<file path="src/rtl/dct_mac_pipe.sv">
// Pipelined signed multiply-accumulate for the DCT datapath: one product per cycle,
// N_TAPS products per framed vector, scaled and saturated result. Define DCT_MAC_ROUND_EN for round-half-up scaling.
module dct_mac_pipe #(
  parameter int DIN_W  = 8,
  parameter int COEF_W = 16,
  parameter int N_TAPS = 8,
  parameter int OUT_W  = 12,
  parameter int SHIFT  = 0
) (
  input  logic                     clk,
  input  logic                     rst,
  input  logic                     ena,
  input  logic                     in_valid,
  input  logic                     in_first,
  input  logic                     in_last,
  input  logic signed [DIN_W-1:0]  din,
  input  logic signed [COEF_W-1:0] coef,
  input  logic                     err_clr,
  output logic                     out_valid,
  output logic signed [OUT_W-1:0]  out_data,
  output logic                     busy,
  output logic                     err
);

  localparam int PROD_W = DIN_W + COEF_W;
  localparam int ACC_W  = PROD_W + $clog2(N_TAPS) + 1;
  localparam int CNT_W  = $clog2(N_TAPS + 2);
  // One guard bit above the accumulator so the rounding bias can never wrap.
  localparam int SCL_W  = ACC_W + 1;

  localparam logic signed [SCL_W-1:0] OUT_MAX = SCL_W'((64'(1) << (OUT_W - 1)) - 64'(1));
  localparam logic signed [SCL_W-1:0] OUT_MIN = ~OUT_MAX;
  localparam logic [CNT_W-1:0]        CNT_FULL = CNT_W'(N_TAPS);
  localparam logic [CNT_W-1:0]        CNT_OVER = CNT_W'(N_TAPS + 1);

  typedef enum logic [0:0] {IDLE, ACC} state_t;

  state_t                    state_reg, state_next;
  logic signed [PROD_W-1:0]  mult_res_reg;
  logic                      v1_reg, first1_reg, last1_reg;
  logic signed [ACC_W-1:0]   acc_reg, acc_next;
  logic [CNT_W-1:0]          tap_cnt_reg, tap_cnt_next;
  logic signed [ACC_W-1:0]   prod_ext, acc_sum;
  logic [CNT_W-1:0]          cnt_inc;
  logic                      emit, err_set;
  logic signed [SCL_W-1:0]   acc_wide, scaled;
  logic signed [OUT_W-1:0]   sat_data;

  // Stage 1: register the full-width product with its framing bits.
  always_ff @(posedge clk or negedge rst) begin
    if (!rst) begin
      mult_res_reg <= '0;
      v1_reg       <= 1'b0;
      first1_reg   <= 1'b0;
      last1_reg    <= 1'b0;
    end else if (ena) begin
      v1_reg <= in_valid;
      if (in_valid) begin
        mult_res_reg <= PROD_W'(din) * PROD_W'(coef);
        first1_reg   <= in_first;
        last1_reg    <= in_last;
      end
    end
  end

  assign prod_ext = ACC_W'(mult_res_reg);
  assign acc_sum  = acc_reg + prod_ext;
  assign cnt_inc  = (tap_cnt_reg >= CNT_OVER) ? tap_cnt_reg : tap_cnt_reg + CNT_W'(1);

  // Stage 2 framing FSM: a first tap always (re)starts a vector, even over an open one.
  always_comb begin
    state_next   = state_reg;
    acc_next     = acc_reg;
    tap_cnt_next = tap_cnt_reg;
    emit         = 1'b0;
    err_set      = 1'b0;
    if (v1_reg) begin
      if (first1_reg) begin
        err_set      = (state_reg == ACC);
        acc_next     = prod_ext;
        tap_cnt_next = CNT_W'(1);
        if (last1_reg) begin
          emit       = 1'b1;
          state_next = IDLE;
          if (N_TAPS != 1) err_set = 1'b1;
        end else begin
          state_next = ACC;
        end
      end else if (state_reg == IDLE) begin
        err_set = 1'b1;
      end else begin
        acc_next     = acc_sum;
        tap_cnt_next = cnt_inc;
        if (last1_reg) begin
          emit       = 1'b1;
          state_next = IDLE;
          if (cnt_inc != CNT_FULL) err_set = 1'b1;
        end else if (cnt_inc > CNT_FULL) begin
          err_set = 1'b1;
        end
      end
    end
  end

  assign acc_wide = SCL_W'(acc_next);

`ifdef DCT_MAC_ROUND_EN
  localparam logic signed [SCL_W-1:0] RND_BIAS = SCL_W'((64'(1) << SHIFT) >> 1);
  assign scaled = (acc_wide + RND_BIAS) >>> SHIFT;
`else
  assign scaled = acc_wide >>> SHIFT;
`endif

  always_comb begin
    sat_data = scaled[OUT_W-1:0];
    if (scaled > OUT_MAX)      sat_data = OUT_MAX[OUT_W-1:0];
    else if (scaled < OUT_MIN) sat_data = OUT_MIN[OUT_W-1:0];
  end

  always_ff @(posedge clk or negedge rst) begin
    if (!rst) begin
      state_reg   <= IDLE;
      acc_reg     <= '0;
      tap_cnt_reg <= '0;
      out_valid   <= 1'b0;
      out_data    <= '0;
      err         <= 1'b0;
    end else if (ena) begin
      state_reg   <= state_next;
      acc_reg     <= acc_next;
      tap_cnt_reg <= tap_cnt_next;
      out_valid   <= emit;
      if (emit) out_data <= sat_data;
      if (err_clr)      err <= 1'b0;
      else if (err_set) err <= 1'b1;
    end
  end

  assign busy = (state_reg == ACC);

endmodule

</file>
<file path="config.mk">
export PLATFORM = sky130hd
export DESIGN_NAME = dct_mac_pipe
export DESIGN_NICKNAME = d
export VERILOG_FILES = /design/src/rtl/dct_mac_pipe.sv
export SDC_FILE = /design/constraint.sdc
export NUM_CORES = 1
export LEC_CHECK = 0
export ABC_AREA = 1
export BUFFER_PORTS_ARGS = -buffer_cell sky130_fd_sc_hd__buf_2
export CORE_MARGIN = 5
export CORE_UTILIZATION = 50
export DETAILED_ROUTE_END_ITERATION = 8
export GPL_TIMING_DRIVEN = 0
export PLACE_DENSITY = 0.74
export SYNTH_ARGS = -nofsm -noshare
export SYNTH_HDL_FRONTEND = slang
export SYNTH_SLANG_ARGS = --single-unit
</file>
<file path="constraint.sdc">
create_clock -name clk -period 4.1 [get_ports clk]
set_input_delay 0.205 -clock clk [delete_from_list [all_inputs] [get_ports clk]]
set_output_delay 0.205 -clock clk [all_outputs]
set_load 0.02 [all_outputs]
</file>
==> reports/results.ini <==
[outcome]
outcome = finished, violations left
violations = setup timing

[floorplanning]
rows = 53
effective_utilization_at_floorplan_pct = 50.8
dieWidth_um = 156
die_h_um = 156
design.core.area_um2 = 21000
floorplan.die_area_um2 = 24400
num_io_pins = 46

[synthesis]
syn-num-nets = 1777
syn-mean-instance-area_um2 = 6.82
yosysSeqAreaShare_pct = 17.3
synth_edf_count = 0
synth_seq_cells = 74
netlist-cell-type-count = 48
yosys_warnings = 0
netlist_area_um2 = 10700
synth_ff_type = sky130_fd_sc_hd__dfrtp_1
synthArstFlopShare_pct = 100
synthCells = 1567

[timing]
timing.final.max_slew_violations = 0
grt_setup_unrepaired = true
final_cycle_utilization_of_the_critical_path_pct = 103
relSlewSlack_pct = 56.4
fmaxAchievable_ghz = 0.236
number_of_hold_slack_violations_in_the_final_timing_report = 0
finalWorstPathRequiredPeriod_ns = 4.23
setup_viol = 6
max_slew.worst_pin.slew_ns = 0.654
worst_clock_skew_ns = 0.00720
finalWorstSetupSlack_ns = -0.135
finalHoldWorstSlack_ns = 0.0609

[setup_path]
worst_path_largest_cell_delay_ns = 0.58
type_of_element_launching_the_critical_path = input port
critPathKind = input port to flop
worst_ep_required_time_ns = 4.36
worstPathCellList = buf_6 > clkinvlp_4 > buf_6 > or2_4 > fa_1 > inv_2 > fa_1 > inv_1 > fa_1 > fa_1 > inv_2 > ha_4 > nand2_4 > nor4_4 > nand4_1 > nand3_2 > buf_4 > buf_6 > buf_6 > nand2_2 > a31oi_2
path_buf_inv = 9
regToRegSetupSlack_ns = 0.80
crit_arrival_ns = 4.50
slowest_stage = sky130_fd_sc_hd__fa_1
endpoint_kind = flop
worst-path-max-fanout = 3
critical_path.top_delay_family = adder cells

[cts]
htree_num_levels = 3
clock_sink_count = 74
clock_pin_slew_worst_setup_and_hold_paths_ns = 0.06
cts_buffers = 9
cts_buffer_depth = 2
cts.root.buffer_cell = sky130_fd_sc_hd__clkbuf_16
cts_tree = yes
clock_latency_ns = 0.35

[final_layout]
post_layout_utilization_of_the_core_pct = 60.1
layout_cells_excl_fill = 1915
relative_area_change_from_synthesis_to_final_layout_pct = 18.3
largest_register_ff_count = 28
post_route_cells_drive_above_1_share_pct = 16.6
diodes = 0
fill_cells = 1863
final_net_count = 1846

[drt]
post-route-drc-count = 0
route.detailed.vias_per_inst = 5.32
dr_total_vias = 10186
routed_wirelength_mm = 31.1
drt_pass1_iterations = 6
drt_iter0_markers = 734
drtAntennaViolNets = 0
drt-wirelength-per-cell_um = 16.2

[global_route]
antenna_found_initial = 0
grt_first_pass_wirelength_mm = 51.1
grt_max_degree = 66
grt_pass1_vias = 10372
final_global_route_overflow_total = 0
grt_use_total_pct = 26.2

[power_and_ir_drop]
switching_part_of_the_total_power_pct = 52.6
vdd_ir_drop_max_uv = 425
power.static_leakage_nw = 7.05
pwr-share-seq_pct = 13.0
finalPower_mw = 10.1
power_frac_comb_pct = 78.4
cell_area_power_density_nw_per_um2 = 802
power_report.internal_total_mw = 4.81
total_switching_power_mw = 5.33
part_of_the_total_power_dissipated_in_the_clock_network_pct = 8.6

[flow_run]
max_capacitance_violation_total = 0

[placed_design]
gpl.final_weighted_congestion = 1.02
numPlacedInstances = 1865
dp_hpwl_mm = 24.2
buffer_ports.inserted = 22
dpl_ws_ns = -0.862

[hold_path]
min-delay-path-class = input port to flop

power groups by stage:
stage,Sequential (mW),Combinational [mW],Clock (mW)
after floorplan,1.28,4.99,0
after global placement,1.31,6.31,0
after detailed placement,1.32,6.45,0
after CTS,1.31,7.24,0.868
after global routing,1.35,8.78,0.901
final,1.32,7.95,0.868
through the flow:
stage          setup TNS [ns]  cell area (um2)
2_1_floorplan          -0.191            11100
4_1_cts               -0.0460            12400
6_report               -0.468            12600
5_1_grt                 -1.70            12600
3_3_place_gp            -5.54            11600
3_5_place_dp            -6.20            11600
what timing repair did:
action / CTS / global route
endpoints found under the setup margin: 10 / 11
hold buffers: 1 / 0
pin swaps: 54 / 29
setup buffers: 28 / 8
gates cloned: 2 / 0
endpoints found under the hold margin: 14 / 0
gates resized for setup: 52 / 44
layout by cell type (no fill, tap or decap), types with 12 or more instances in the layout:
cell type / Yosys / layout
sky130_fd_sc_hd__a21oi_1: 61 / 48
sky130_fd_sc_hd__a21oi_2: 13 / 21
sky130_fd_sc_hd__buf_2: 3 / 23
sky130_fd_sc_hd__buf_4: 0 / 26
sky130_fd_sc_hd__clkbuf_1: 44 / 20
sky130_fd_sc_hd__clkbuf_2: 5 / 12
sky130_fd_sc_hd__clkbuf_8: 0 / 17
sky130_fd_sc_hd__dfrtp_1: 74 / 74
sky130_fd_sc_hd__fa_1: 104 / 100
sky130_fd_sc_hd__ha_1: 75 / 59
sky130_fd_sc_hd__ha_4: 0 / 16
sky130_fd_sc_hd__inv_1: 394 / 383
sky130_fd_sc_hd__inv_2: 6 / 16
sky130_fd_sc_hd__nand2_1: 419 / 407
sky130_fd_sc_hd__nand2_2: 22 / 32
sky130_fd_sc_hd__nand3_1: 57 / 52
sky130_fd_sc_hd__nor2_1: 84 / 70
sky130_fd_sc_hd__nor2_2: 5 / 13
sky130_fd_sc_hd__o21ai_0: 68 / 53
sky130_fd_sc_hd__o22ai_1: 26 / 26
sky130_fd_sc_hd__xnor2_1: 14 / 12
sky130_fd_sc_hd__xor2_1: 13 / 12
routing by layer:
metal / vias to the layer above / wire [um] / GRT usage [%]
met5: - / 0 / 0
met1: 4869 / 12600 / 33.0
met2: 373 / 15100 / 44.8
met4: 0 / 1500 / 11.5
li1: 4847 / - / -
met3: 97 / 1910 / 3.74
synthesized netlist by cell type (2+ instances only):
cell type / n / area share, %
sky130_fd_sc_hd__a21o_1: 5 / 0.35
sky130_fd_sc_hd__a21oi_1: 61 / 2.9
sky130_fd_sc_hd__a21oi_2: 13 / 1.1
sky130_fd_sc_hd__a21oi_4: 2 / 0.30
sky130_fd_sc_hd__a221oi_1: 5 / 0.41
sky130_fd_sc_hd__a31oi_1: 5 / 0.29
sky130_fd_sc_hd__and2_1: 2 / 0.12
sky130_fd_sc_hd__buf_2: 3 / 0.14
sky130_fd_sc_hd__clkbuf_1: 44 / 1.5
sky130_fd_sc_hd__clkbuf_2: 5 / 0.23
sky130_fd_sc_hd__dfrtp_1: 74 / 17
sky130_fd_sc_hd__fa_1: 104 / 19
sky130_fd_sc_hd__ha_1: 75 / 8.8
sky130_fd_sc_hd__inv_1: 394 / 14
sky130_fd_sc_hd__inv_2: 6 / 0.21
sky130_fd_sc_hd__nand2_1: 419 / 15
sky130_fd_sc_hd__nand2_2: 22 / 1.3
sky130_fd_sc_hd__nand3_1: 57 / 2.7
sky130_fd_sc_hd__nand3_2: 2 / 0.19
sky130_fd_sc_hd__nand3b_1: 2 / 0.14
sky130_fd_sc_hd__nand4_1: 11 / 0.64
sky130_fd_sc_hd__nor2_1: 84 / 3.0
sky130_fd_sc_hd__nor2_2: 5 / 0.29
sky130_fd_sc_hd__nor2_4: 2 / 0.21
sky130_fd_sc_hd__nor3_1: 3 / 0.14
sky130_fd_sc_hd__nor3_2: 3 / 0.28
sky130_fd_sc_hd__o211ai_1: 6 / 0.42
sky130_fd_sc_hd__o21ai_0: 68 / 3.2
sky130_fd_sc_hd__o21ai_1: 2 / 0.094
sky130_fd_sc_hd__o22ai_1: 26 / 1.5
sky130_fd_sc_hd__or2_2: 15 / 0.88
sky130_fd_sc_hd__xnor2_1: 14 / 1.1
sky130_fd_sc_hd__xor2_1: 13 / 1.1
path summary, 6_finish.rpt:
kind / to / depth (start not counted) / from
setup / recovery: mult_res_reg[21] / 21 / din[7]
hold / removal: err / 2 / err_clr
setup reg to reg: out_data[1] / 18 / mult_res_reg[0]
hold reg to reg: out_valid / 2 / out_valid
max in group asynchronous: mult_res_reg[5] / 3 / rst
min in group asynchronous: acc_reg[17] / 2 / rst
final cells by class:
class	count	area [um2]	area share [%]
plain buffers	55	458	3.62
clock buffers	10	239	1.89
clock inverters	5	78.8	0.624
inverters	401	1510	11.9
multi-input cells	1037	7680	60.7
flip-flops and latches	74	1850	14.7
well taps	275	344	2.72
repair buffers	58	482	3.81
cell families (layout without fill, tap and decap cells):
| group | after synthesis | after routing | synth area share (%) |
|---|---|---|---|
| simple gates | 630 | 630 | 24.7 |
| flops | 74 | 74 | 17.3 |
| compound gates | 201 | 201 | 11.1 |
| fa+ha+maj | 179 | 179 | 28.3 |
| xor+xnor | 27 | 27 | 2.21 |
| buf+inv | 456 | 529 | 16.3 |
Note: power is estimated with default switching activity, not from simulation.
